==> src/rtl/alu_result_capture_16b_if.sv <==
// alu_result_capture_16b_if: bundle between ALU control, the 3-to-1 result mux and the result consumer.
//   op_valid/op_sel/op_ready        : select op handshake from ALU control
//   sel_in0/sel_in1/mux_out         : mux select drive and mux result
//   res_valid/res_ready/res_*       : captured-result FIFO head handshake
//   busy                            : capture stage is waiting for the mux to settle
//   slave modport is the capture stage, master modport is its environment.
interface alu_result_capture_16b_if #(
    parameter int WIDTH = 16
);
    logic             op_valid;
    logic [1:0]       op_sel;
    logic             op_ready;
    logic             sel_in0;
    logic             sel_in1;
    logic [WIDTH-1:0] mux_out;
    logic             res_valid;
    logic             res_ready;
    logic [WIDTH-1:0] res_data;
    logic             res_zero;
    logic             res_neg;
    logic [1:0]       res_sel;
    logic             busy;
    modport slave (
        input  op_valid, op_sel, mux_out, res_ready,
        output op_ready, sel_in0, sel_in1, res_valid, res_data, res_zero, res_neg, res_sel, busy
    );
    modport master (
        output op_valid, op_sel, mux_out, res_ready,
        input  op_ready, sel_in0, sel_in1, res_valid, res_data, res_zero, res_neg, res_sel, busy
    );
endinterface

==> src/rtl/alu_result_capture_16b.sv <==
// alu_result_capture_16b: drives the ALU result mux selects, waits SETTLE cycles, captures mux_out with zero/neg flags into a DEPTH-entry FIFO.
//   clk  : system clock, rising edge
//   rst  : asynchronous active-high reset
//   bus  : slave side of alu_result_capture_16b_if (op handshake, mux selects/result, result FIFO head, busy)
module alu_result_capture_16b #(
    parameter int WIDTH  = 16,
    parameter int SETTLE = 2,
    parameter int DEPTH  = 2
) (
    input logic                     clk,
    input logic                     rst,
    alu_result_capture_16b_if.slave bus
);
    localparam int CW = SETTLE > 1 ? $clog2(SETTLE) : 1;
    localparam int PW = DEPTH > 1 ? $clog2(DEPTH) : 1;
    localparam int NW = $clog2(DEPTH + 1);
    localparam int EW = WIDTH + 4;
    localparam logic [CW-1:0] CNT_INIT = CW'(SETTLE - 1);
    localparam logic [PW-1:0] PTR_LAST = PW'(DEPTH - 1);
    localparam logic [NW-1:0] FULL     = NW'(DEPTH);
    typedef enum logic {IDLE, SETTLE_S} state_t;
    state_t        state_q, state_d;
    logic [CW-1:0] cnt_q, cnt_d;
    logic [1:0]    sel_q, sel_d;
    logic [PW-1:0] wr_q, wr_d, rd_q, rd_d;
    logic [NW-1:0] count_q, count_d;
    logic [EW-1:0] mem_q [DEPTH];
    logic          accept, push, pop;
    // The selects are held from accept until the next accept, so sel_q doubles
    // as the pending op code that gets stored alongside the captured result.
    always_comb begin
        accept  = state_q == IDLE && bus.op_valid && count_q < FULL;
        push    = state_q == SETTLE_S && cnt_q == '0;
        pop     = count_q != '0 && bus.res_ready;
        state_d = accept ? SETTLE_S : push ? IDLE : state_q;
        cnt_d   = accept ? CNT_INIT : (state_q == SETTLE_S && !push) ? cnt_q - CW'(1) : cnt_q;
        sel_d   = accept ? bus.op_sel : sel_q;
        wr_d    = push ? (wr_q == PTR_LAST ? '0 : wr_q + PW'(1)) : wr_q;
        rd_d    = pop ? (rd_q == PTR_LAST ? '0 : rd_q + PW'(1)) : rd_q;
        count_d = count_q + NW'(push) - NW'(pop);
    end
    always_ff @(posedge clk or posedge rst) begin
        if (rst) begin
            state_q <= IDLE;
            cnt_q   <= '0;
            sel_q   <= '0;
            wr_q    <= '0;
            rd_q    <= '0;
            count_q <= '0;
            for (int i = 0; i < DEPTH; i++) mem_q[i] <= '0;
        end else begin
            state_q <= state_d;
            cnt_q   <= cnt_d;
            sel_q   <= sel_d;
            wr_q    <= wr_d;
            rd_q    <= rd_d;
            count_q <= count_d;
            if (push) mem_q[wr_q] <= {sel_q, bus.mux_out[WIDTH-1], bus.mux_out == '0, bus.mux_out};
        end
    end
    // A slot is reserved at accept time, so a capture never meets a full FIFO.
    assign bus.op_ready                = state_q == IDLE && count_q < FULL;
    assign bus.busy                    = state_q == SETTLE_S;
    assign {bus.sel_in1, bus.sel_in0}  = sel_q;
    assign bus.res_valid               = count_q != '0;
    assign {bus.res_sel, bus.res_neg, bus.res_zero, bus.res_data} = mem_q[rd_q];
endmodule

==> src/flat_wrapper.sv <==
// flat-port wrapper written by rule: the top's interface ports become plain ports
module alu_result_capture_16b_flat 
#(
    parameter int WIDTH  = 16,
    parameter int SETTLE = 2,
    parameter int DEPTH  = 2
)
  (clk, rst, bus_op_valid, bus_op_sel, bus_mux_out, bus_res_ready, bus_op_ready, bus_sel_in0, bus_sel_in1, bus_res_valid, bus_res_data, bus_res_zero, bus_res_neg, bus_res_sel, bus_busy);
  alu_result_capture_16b_if #(.WIDTH(WIDTH)) bus_i ();
  input logic clk;
  input logic rst;
  input wire logic [$bits(bus_i.op_valid)-1:0] bus_op_valid;
  input wire logic [$bits(bus_i.op_sel)-1:0] bus_op_sel;
  input wire logic [$bits(bus_i.mux_out)-1:0] bus_mux_out;
  input wire logic [$bits(bus_i.res_ready)-1:0] bus_res_ready;
  output wire logic [$bits(bus_i.op_ready)-1:0] bus_op_ready;
  output wire logic [$bits(bus_i.sel_in0)-1:0] bus_sel_in0;
  output wire logic [$bits(bus_i.sel_in1)-1:0] bus_sel_in1;
  output wire logic [$bits(bus_i.res_valid)-1:0] bus_res_valid;
  output wire logic [$bits(bus_i.res_data)-1:0] bus_res_data;
  output wire logic [$bits(bus_i.res_zero)-1:0] bus_res_zero;
  output wire logic [$bits(bus_i.res_neg)-1:0] bus_res_neg;
  output wire logic [$bits(bus_i.res_sel)-1:0] bus_res_sel;
  output wire logic [$bits(bus_i.busy)-1:0] bus_busy;
  assign bus_i.op_valid = bus_op_valid;
  assign bus_i.op_sel = bus_op_sel;
  assign bus_i.mux_out = bus_mux_out;
  assign bus_i.res_ready = bus_res_ready;
  assign bus_op_ready = bus_i.op_ready;
  assign bus_sel_in0 = bus_i.sel_in0;
  assign bus_sel_in1 = bus_i.sel_in1;
  assign bus_res_valid = bus_i.res_valid;
  assign bus_res_data = bus_i.res_data;
  assign bus_res_zero = bus_i.res_zero;
  assign bus_res_neg = bus_i.res_neg;
  assign bus_res_sel = bus_i.res_sel;
  assign bus_busy = bus_i.busy;
  alu_result_capture_16b #(.WIDTH(WIDTH), .SETTLE(SETTLE), .DEPTH(DEPTH)) u_core (.clk(clk), .rst(rst), .bus(bus_i));
endmodule
==> config.mk <==
export PLATFORM = sky130hd
export DESIGN_NAME = alu_result_capture_16b_flat
export DESIGN_NICKNAME = d
export VERILOG_FILES = /design/src/rtl/alu_result_capture_16b_if.sv /design/src/rtl/alu_result_capture_16b.sv /design/src/flat_wrapper.sv
export SDC_FILE = /design/constraint.sdc
export NUM_CORES = 1
export LEC_CHECK = 0
export ABC_AREA = 0
export ABC_CLOCK_PERIOD_IN_PS = 2700
export CORE_ASPECT_RATIO = 0.75
export CORE_MARGIN = 2
export CORE_UTILIZATION = 54
export CTS_CLUSTER_DIAMETER = 80
export DETAILED_ROUTE_END_ITERATION = 10
export GPL_TIMING_DRIVEN = 0
export PLACE_DENSITY = 0.93
export SLEW_MARGIN = 30
export SYNTH_ARGS = -nofsm -noshare
export SYNTH_HDL_FRONTEND = slang
export SYNTH_SLANG_ARGS = --single-unit
==> constraint.sdc <==
create_clock -name clk -period 2.7 [get_ports clk]
set_input_delay 0.54 -clock clk [delete_from_list [all_inputs] [get_ports clk]]
set_output_delay 0.54 -clock clk [all_outputs]
set_load 0.005 [all_outputs]
Yosys cells after proc, flatten, opt, wreduce, memory -nomap -nowiden
Index checks and enable logic that the tools add are counted.
{"block": "word_totals", "regBits": 48, "in_bits": 22, "output_inout_bits": 25, "word_cells": 45}
{"block": "op_classes", "n_addsub": 5, "order_cmp": 4, "muxes": 12, "n_bitwise": 4, "reduce_logical": 12}
{"op": "$mux 20", "n": 4}
{"op": "$bwmux 40", "n": 1}
{"op": "$demux 20 s1", "n": 1}
{"op": "$logic_not 16->1", "n": 1}
{"op": "$logic_and 1x1->1", "n": 7}
{"op": "$mux 1", "n": 6}
{"op": "$reduce_bool 2->1", "n": 3}
{"op": "$ge 2x2->1 const B", "n": 2}
{"op": "$not 1->2", "n": 2}
{"op": "$add 1x1->1 const B", "n": 2}
{"op": "$add 2x1->2", "n": 1}
{"op": "$lt 2x1->1 const B", "n": 1}
{"op": "$lt 2x2->1 const B", "n": 1}
{"op": "$not 1->1", "n": 2}
{"op": "$sub 2x1->2", "n": 1}
{"op": "$logic_not 1->1", "n": 1}
{"op": "$sub 1x1->1 const B", "n": 1}

Longest topological paths before layout
Gate-level depths: netlist (run 1).
{"block": "depth", "word_depth": 6, "ltp_mapped": 7}

Worst setup path before layout (run 1)
No wires, ideal clock.
{"block": "synth_path", "path_kind": "flip-flop to flip-flop", "start": "reg u_core.count_q[1]", "end": "reg u_core.count_q[1]", "setup_ns": 0.123, "arrival_ns": 1.595, "t_required_ns": 2.577, "slack_ns": 0.982, "path_stages_with_launch": 8, "path_buffers": 0, "period_less_slack_ns": 1.718, "path_cell_list": "dfrtp_1 or2_2 and2_1 ha_1 inv_1 ha_1 xnor2_1 xnor2_1"}
{"block": "synth_via", "elab_chain_cells": 3, "word_cells_on_any_way": 4, "cone_classes": "2 x add/sub; 2 x reduce/logical"}
{"element": "start, declared", "line_no": "alu_result_capture_16b.sv:26", "source": "logic [NW-1:0] count_q, count_d;"}
{"element": "start signal, assigned", "line_no": "alu_result_capture_16b.sv:57", "source": "count_q <= count_d;"}
{"element": "$reduce_bool 2->1"}
{"element": "named net bus_res_valid", "line_no": "flat_wrapper.sv:19", "source": "output wire logic [$bits(bus_i.res_valid)-1:0] bus_res_valid;"}
{"element": "$logic_and 1x1->1", "line_no": "alu_result_capture_16b.sv:34", "source": "pop = count_q != '0 && bus.res_ready;"}
{"element": "named net u_core.pop", "line_no": "alu_result_capture_16b.sv:28", "source": "logic accept, push, pop;"}
{"element": "$sub 2x1->2", "line_no": "alu_result_capture_16b.sv:40", "source": "count_d = count_q + NW'(push) - NW'(pop);"}
{"element": "named net u_core.count_d[1]", "line_no": "alu_result_capture_16b.sv:26"}
The timed path passes the listed nets, and every way through them passes these cells.
A chain may end at the register's enable or synchronous reset.

Worst setup path in the final report (run 1)
{"block": "layout_path", "start": "reg u_core.rd_q", "end": "out bus_res_data[15]"}
{"block": "layout_via", "elab_chain_cells": 4}
{"element": "start, declared", "line_no": "alu_result_capture_16b.sv:25", "source": "logic [PW-1:0] wr_q, wr_d, rd_q, rd_d;"}
{"element": "start signal, assigned", "line_no": "alu_result_capture_16b.sv:56", "source": "rd_q <= rd_d;"}
{"element": "$not 1->2 (not written as such)", "line_no": "alu_result_capture_16b.sv:66", "source": "assign {bus.res_sel, bus.res_neg, bus.res_zero, bus.res_data} = mem_q[rd_q];"}
{"element": "$mux 20 (not written as such) (3 in series)", "line_no": "alu_result_capture_16b.sv:66"}
{"element": "end, declared", "line_no": "flat_wrapper.sv:20", "source": "output wire logic [$bits(bus_i.res_data)-1:0] bus_res_data;"}
No other way between the ends. The select of a mux whose other input is x is not followed.

==> results.md, run 1 <==
- Hold buffers post-CTS: 0
- Port Buf Inserts: 46
- Row count: 19
- Slew headroom: 67.1%
- Top post-synthesis cells by area: dfrtp_1 53%, mux2_4 19%, mux2_2 15%, xnor2_1 1.2%, ha_1 1.2%
- Peak supply drop: 776 µV
- Post-Syn Nets: 164
- CTS H-Tree Depth: 2
- I/O Pins: 47
- Root Driver: clkbuf_8
- Yosys warns: 0
- Starting DRC count in detailed routing: 21
- Register area: 1150 µm²
- Pwr Total: 3460 µW
- Wire per inst: 18.0 µm
- Final slew viol count: 0
- Hold Fails Final Rpt: 0
- Skew final: 0.00748 ns
- Synth top area share: 53.1%
- Worst r2r src: u_core.count_q[1]$_DFF_PP0_
- Grt total ovfl: 0
- RSZ-0062 raised after global routing: false
- Die Y: 58.9 µm
- Dpl hpwl: 3170 µm
- Area grow syn2layout: 29.7%
- Layout cell share with drive strength beyond 1: 38.5%
- Hold worst-path end: u_core.mem_q[18]$_DFFE_PP0P_
- Total CTS buffers: 5
- Critical Path AT: 1.91 ns
- GP Congestion: 0.789
- Final setup viols: 0
- Main synth FF type: dfrtp_1
- Vias per Instance: 5.41
- Syn avg cell area: 15.5 µm²
- Fin nets: 218
- Antenna Cells: 0
- CP Max Fanout: 10
- Total number of vias: 1336
- Post_cts resized: 0
- Die Span X: 77.2 µm
- Max incr delay on CP: 0.43 ns
- DRC viols: 0
- Vias in the first global route: 1427
- Slowest stage cell, crit path: clkdlybuf4s50_1
- Worst-Skew Late Latency: 0.30 ns
- Global-route wire length before repair: 7140 µm
- Startpoint types: flop
- FF-to-FF End: u_core.count_q[1]$_DFF_PP0_
- Setup Crit Path Kind: flop to output port
- Yosys cell types: 24
- Fmax: 408 MHz
- Leakage: 0.00128 µW
- Initial antenna violation count: 0
- Largest net degree at the start of global routing: 27
- CTS tree: yes
- Post-route insts no fill: 247
- P per Cell Area: 1230 nW/µm²
- Synth Register Bits: 46
- TNS Setup: 0 ns
- CTS clk-pin slew, worst paths: 0.07 ns
- Hold Path Stages: 1
- Max clock buf depth: 2
- CP top delay family: buffers and inverters
- Hold Path Class: flop to flop
- Pre-Repair DR Iteration Count: 4
- Starting Density: 57.7%
- Filler cells: 252
- Die area: 4540 µm²
- Most frequent cells in the layout: 46 x clkdlybuf4s50_1, 46 x dfrtp_1, 29 x mux2_2
- Required @ worst endpoint: 2.16 ns
- Minimum clock period: 2.45 ns
- Post-synthesis sequential area ratio: 53.1%
- Number of max-cap violations: 0
- Tcrit/Tclk final: 90.7%
- CP endpoint kind: output port
- Hold slack final: 0.509 ns
- Placeable core area: 3760 µm²
- Crit-path cells: buf_2, mux2_2, buf_4, clkdlybuf4s50_1
- Crit path buffers/inverters: 3
- Placed Cells: 239
- CP startpoint: u_core.rd_q$_DFFE_PP0P_
- Cell taking the most area after synthesis: dfrtp_1
- FF-to-FF path depth: 7
- Hold Crit Start: u_core.mem_q[18]$_DFFE_PP0P_
- Gr usage total: 21.4%
- Worst-margin pin slew: 0.493 ns
- Cells after synthesis: 140
- Post-synthesis cell area: 2170 µm²
- Outcome: complete, no violations
- R2r setup slk: 0.81 ns
- WL final: 4460 µm
- Multi-input gate area in the final layout: 935 µm²
- Post-synth ARST share: 100%
- Clk sinks: 46
- Post-route ant nets: 0
- Postcts setup bufs: 0
- Post-synth EDFFs: 0
[cell families (layout without fill, tap and decap cells)]
kind of cell	count (synthesis)	in the layout	share of synthesized area [%]
AO/OA/AOI/OAI	4	4	1.04
XOR/XNOR	4	4	1.62
adder cells (fa/ha/maj)	2	2	1.15
buffers and inverters	12	67	3.81
flip-flops	46	46	53.1
multiplexers	57	57	34.2
AND/OR/NAND/NOR	15	15	5.08
[cell usage after synthesis (all sizes together) (2+ instances only)]
cell type and count:
ha 2, buf 6, o21ai 2, xnor2 3
nor2 3, mux2 56, dfrtp 46, inv 6
nand2 2, and2 2, nor4 4
[layout make-up]
class,instances,share of cell area [%]
buffer,6,2.14
clock buffer,7,3.07
clock inverter,1,0.178
inverter,6,0.801
multi-input combinational,82,33.2
sequential,46,40.9
tap,52,2.31
timing repair buffer,47,17.3
[flip-flops by register name, summed over array words and instances, names as in the netlist]
signal           cells
u_core.wr_q          1
u_core.rd_q          1
u_core.sel_q         2
u_core.cnt_q         1
u_core.count_q       2
u_core.bus.busy      1
u_core.mem_q        38
[worst max path at each step]
stage	slack, ns	to	depth (start not counted)
floorplan	0.98	u_core.count_q[1]$_DFF_PP0_	7
global placement	0.33	u_core.mem_q[2]$_DFFE_PP0P_	2
detailed placement	0.56	bus_res_data[15]	4
CTS	0.23	bus_res_data[15]	4
global route	0.16	bus_res_data[15]	4
finish	0.25	bus_res_data[15]	4
[stage by stage]
stage / cell area, µm² / util (%) / worst slack (ns)
floorplan: 2170 / - / 0.982
global route: 2810 / 74.9 / 0.155
finish: 2810 / 74.9 / 0.252
detailed placement: 2720 / 72.5 / 0.564
CTS: 2810 / 74.9 / 0.231
global placement: 2690 / 71.7 / 0.331
[layer usage]
metal	wire length, µm	vias to the layer above	global-route usage [%]	part of all wire, %
li1	-	596	-	-
met1	1910	670	26.0	43
met2	2180	55	35.9	49
met3	261	15	6.29	5.9
met4	106	0	10.2	2.4
met5	0	-	0	0
[report_power, final]
| part | leakage [µW] | internal (µW) | total (µW) | switching [µW] |
|---|---|---|---|---|
| clock network | 0.0000482 | 206 | 421 | 214 |
| registers | 0.000548 | 1040 | 1270 | 238 |
| logic | 0.000686 | 1210 | 1760 | 549 |
Note: power is estimated with default switching activity, not from simulation.
==> run 2: changes to the inputs <==
==> constraint.sdc (replaced) <==
create_clock -name clk -period 2.7 [get_ports clk]
set_input_delay 0.54 -clock clk [delete_from_list [all_inputs] [get_ports clk]]
set_output_delay 0.54 -clock clk [all_outputs]
set_load 0.02 [all_outputs]
==> results of run 2 <==
Same layout as run 1 (identical final DEF). Status: complete, no violations.
Main changes from that run: setup slack after placement 0.564 ns -> 0.471 ns; setup slack after layout 0.252 ns -> 0.159 ns; total power 3460 µW -> 3770 µW; worst IR drop on VDD 776 µV -> 898 µV
==> run 3: changes to the inputs <==
--- a/config.mk
+++ b/config.mk
@@ -6,14 +6,14 @@
 export NUM_CORES = 1
 export LEC_CHECK = 0
 export ABC_AREA = 0
-export ABC_CLOCK_PERIOD_IN_PS = 2700
+export ABC_CLOCK_PERIOD_IN_PS = 2800
 export CORE_ASPECT_RATIO = 0.75
 export CORE_MARGIN = 2
-export CORE_UTILIZATION = 54
+export CORE_UTILIZATION = 50
 export CTS_CLUSTER_DIAMETER = 80
 export DETAILED_ROUTE_END_ITERATION = 10
 export GPL_TIMING_DRIVEN = 0
-export PLACE_DENSITY = 0.93
+export PLACE_DENSITY = 0.88
 export SLEW_MARGIN = 30
 export SYNTH_ARGS = -nofsm -noshare
 export SYNTH_HDL_FRONTEND = slang
==> constraint.sdc (replaced) <==
create_clock -name clk -period 2.8 [get_ports clk]
set_input_delay 0.56 -clock clk [delete_from_list [all_inputs] [get_ports clk]]
set_output_delay 0.56 -clock clk [all_outputs]
set_load 0.02 [all_outputs]
==> run 3 against run 2 <==
Against the previous run: sequential power shrank 4%; combinational power shrank 4%; die area grew 7.5%; via count shrank 3.7%.
==> results.md, run 3 (synthesis gave the netlist of run 1 again) <==
- Psw: 1250 µW (was 1300 µW)
- Required @ worst endpoint: 2.24 ns (was 2.16 ns)
- Final slew viol count: 0 (unchanged)
- Initial antenna violation count: 0 (unchanged)
- R2r setup slk: 0.98 ns (was 0.81 ns)
- CP Max Fanout: 10 (unchanged)
- CTS H-Tree Depth: 2 (unchanged)
- Worst r2r src: u_core.count_q[1]$_DFF_PP0_ (unchanged)
- Die area: 4880 µm² (was 4540 µm²)
- Post-route ant nets: 0 (unchanged)
- Sequential share of power: 33.8% (was 33.9%)
- Clk sinks: 46 (unchanged)
- Worst-Skew Late Latency: 0.29 ns (was 0.30 ns)
- Starting DRC count in detailed routing: 62 (was 21)
- GP Congestion: 0.778 (was 0.789)
- Leakage: 0.00128 µW (about the same)
- Die Y: 61.0 µm (was 58.9 µm)
- Post-route setup slack: 0.256 ns (was 0.159 ns)
- Starting Density: 52.8% (was 57.7%)
- Outcome: complete, no violations (unchanged)
- Largest net degree at the start of global routing: 25 (was 27)
- Hold buffers post-CTS: 0 (unchanged)
- DRC viols: 0 (unchanged)
- Worst-margin pin slew: 0.518 ns (was 0.493 ns)
- P per Cell Area: 1280 nW/µm² (was 1340 nW/µm²)
- Hold Fails Final Rpt: 0 (unchanged)
- Root Driver: clkbuf_8 (unchanged)
- Max clock buf depth: 2 (unchanged)
- Vias in the first global route: 1430 (was 1427)
- Fmax: 393 MHz
- Slowest stage cell, crit path: clkdlybuf4s50_1 (unchanged)
- Comb pwr share: 55.3% (was 55.0%)
- Area grow syn2layout: 29.7% (about the same)
- TNS Setup: 0 ns (unchanged)
- CP endpoint kind: output port (unchanged)
- Max reg flops: 38 (unchanged)
- Setup Crit Path Kind: flop to output port (unchanged)
- Placeable core area: 4100 µm² (was 3760 µm²)
- WL final: 4180 µm (was 4460 µm)
- Postcts setup bufs: 0 (unchanged)
- Wire per inst: 16.7 µm (was 18.0 µm)
- CTS tree: yes (unchanged)
- I/O Pins: 47 (unchanged)
- Startpoint types: flop (unchanged)
- Dpl hpwl: 3040 µm (was 3170 µm)
- Max incr delay on CP: 0.53 ns (about the same)
- Pint: 2350 µW (was 2470 µW)
- Critical Path AT: 1.98 ns (was 2.00 ns)
- Fin nets: 218 (unchanged)
- Slew headroom: 65.4% (was 67.1%)
- Skew final: 0.00904 ns (was 0.00748 ns)
- Largest Register: u_core.mem_q (unchanged)
- RSZ-0062 raised after global routing: false (unchanged)
- Port Buf Inserts: 46 (unchanged)
- Tcrit/Tclk final: 90.9%
- Pwr Total: 3600 µW (was 3770 µW)
- Antenna Cells: 0 (unchanged)
- Top Registers: u_core.mem_q x38, u_core.count_q x2, u_core.sel_q x2 (unchanged)
- Row count: 20 (was 19)
- Crit path buffers/inverters: 3 (unchanged)
- Pre-Repair DR Iteration Count: 4 (unchanged)
- Total number of vias: 1287 (was 1336)
- Filler cells: 285 (was 252)
- CP top delay family: buffers and inverters (unchanged)
- Minimum clock period: 2.54 ns
- Post-Place Cell Area: 2730 µm² (was 2720 µm²)
- Post_cts resized: 0 (unchanged)
- Grt total ovfl: 0 (unchanged)
- Die Span X: 80.0 µm (was 77.2 µm)
- Number of max-cap violations: 0 (unchanged)
- CTS clk-pin slew, worst paths: 0.09 ns (was 0.07 ns)
- Gr usage total: 19.0% (was 21.4%)
- Peak supply drop: 695 µV (was 898 µV)
- Final setup viols: 0 (unchanged)
- Crit-path cells: buf_2, mux2_2, buf_4, clkdlybuf4s50_1 (unchanged)
- Global-route wire length before repair: 6860 µm (was 7140 µm)
- Layout cell share with drive strength beyond 1: 38.5% (unchanged)
- Sw frac: 34.6% (was 34.5%)
- Hold Path Class: flop to flop (unchanged)
- Most frequent cells in the layout: 46 x clkdlybuf4s50_1, 46 x dfrtp_1, 29 x mux2_2 (unchanged)
- FF-to-FF path depth: 7 (unchanged)
- Dpl ws: 0.589 ns (was 0.471 ns)
- Core Util, Final: 68.5% (was 74.9%)
- Total CTS buffers: 5 (unchanged)
- Hold worst-path end: u_core.mem_q[16]$_DFFE_PP0P_ (was u_core.mem_q[18]$_DFFE_PP0P_)
- Post-layout instance area: 2810 µm² (about the same)
- Hold Path Stages: 2 (was 1)
- Vias per Instance: 5.15 (was 5.41)
- FF-to-FF End: u_core.count_q[1]$_DFF_PP0_ (unchanged)
- Clk pwr share: 10.9% (was 11.2%)
- Hold Crit Start: u_core.mem_q[16]$_DFFE_PP0P_ (was u_core.mem_q[18]$_DFFE_PP0P_)
run 3: changes by cell type in the layout (fill, tap and decap cells not counted):
cell / before / now
clkinv_4: 0 / 1
clkbuf_8: 6 / 5
run 3: how the worst max path moves through the flow:
| stage | end | slack (ns) | depth (start not counted) | start |
|---|---|---|---|---|
| final | bus_res_data[15] | 0.26 | 4 | u_core.rd_q$_DFFE_PP0P_ |
| after global routing | bus_res_data[15] | 0.14 | 4 | u_core.rd_q$_DFFE_PP0P_ |
| after CTS | bus_res_data[15] | 0.24 | 4 | u_core.rd_q$_DFFE_PP0P_ |
| after detailed placement | bus_res_data[15] | 0.59 | 4 | u_core.rd_q$_DFFE_PP0P_ |
| after global placement | u_core.mem_q[25]$_DFFE_PP0P_ | 0.40 | 2 | rst |
| after floorplan | u_core.count_q[1]$_DFF_PP0_ | 1.01 | 7 | u_core.count_q[1]$_DFF_PP0_ |
run 3: per-stage QoR:
step                      instances  hold WS [ns]
after floorplan                 140         0.450
after global placement          241         0.467
after detailed placement        242         0.477
after CTS                       250         0.497
after global routing            250         0.532
final                           250         0.497
run 3: cell type report:
| cell class | count | area (µm²) | area share (%) |
|---|---|---|---|
| Sequential cell | 46 | 1150 | 40.9 |
| Multi-Input combinational cell | 82 | 935 | 33.2 |
| Timing Repair Buffer | 47 | 488 | 17.4 |
| Clock buffer | 6 | 72.6 | 2.58 |
| Tap cell | 55 | 68.8 | 2.45 |
| Buffer | 6 | 60.1 | 2.14 |
| Inverter | 6 | 22.5 | 0.801 |
| Clock inverter | 2 | 13.8 | 0.490 |
run 3: worst min-delay path, delay by kind of cell, from the launching register on:
kind | cells | cell delay [ns]
compound gates | 1 | 0.06
flops | 1 | 0.35
simple gates | 1 | 0.05
run 3: routing by layer:
layer	GRT usage, %	share of wire [%]	up-vias
met2	30.7	47	31
met5	0	0	-
met3	4.84	4.4	5
met4	5.08	0.53	0
met1	26.2	48	650
li1	-	-	601
run 3: power by group through the flow:
| stage | sequential, µW | clock [µW] | combinational (µW) |
|---|---|---|---|
| 2_1_floorplan | 1180 | 0 | 1320 |
| 3_3_place_gp | 1190 | 0 | 1950 |
| 3_5_place_dp | 1220 | 0 | 2000 |
| 4_1_cts | 1210 | 405 | 2020 |
| 5_1_grt | 1260 | 440 | 2110 |
| 6_report | 1220 | 393 | 1990 |
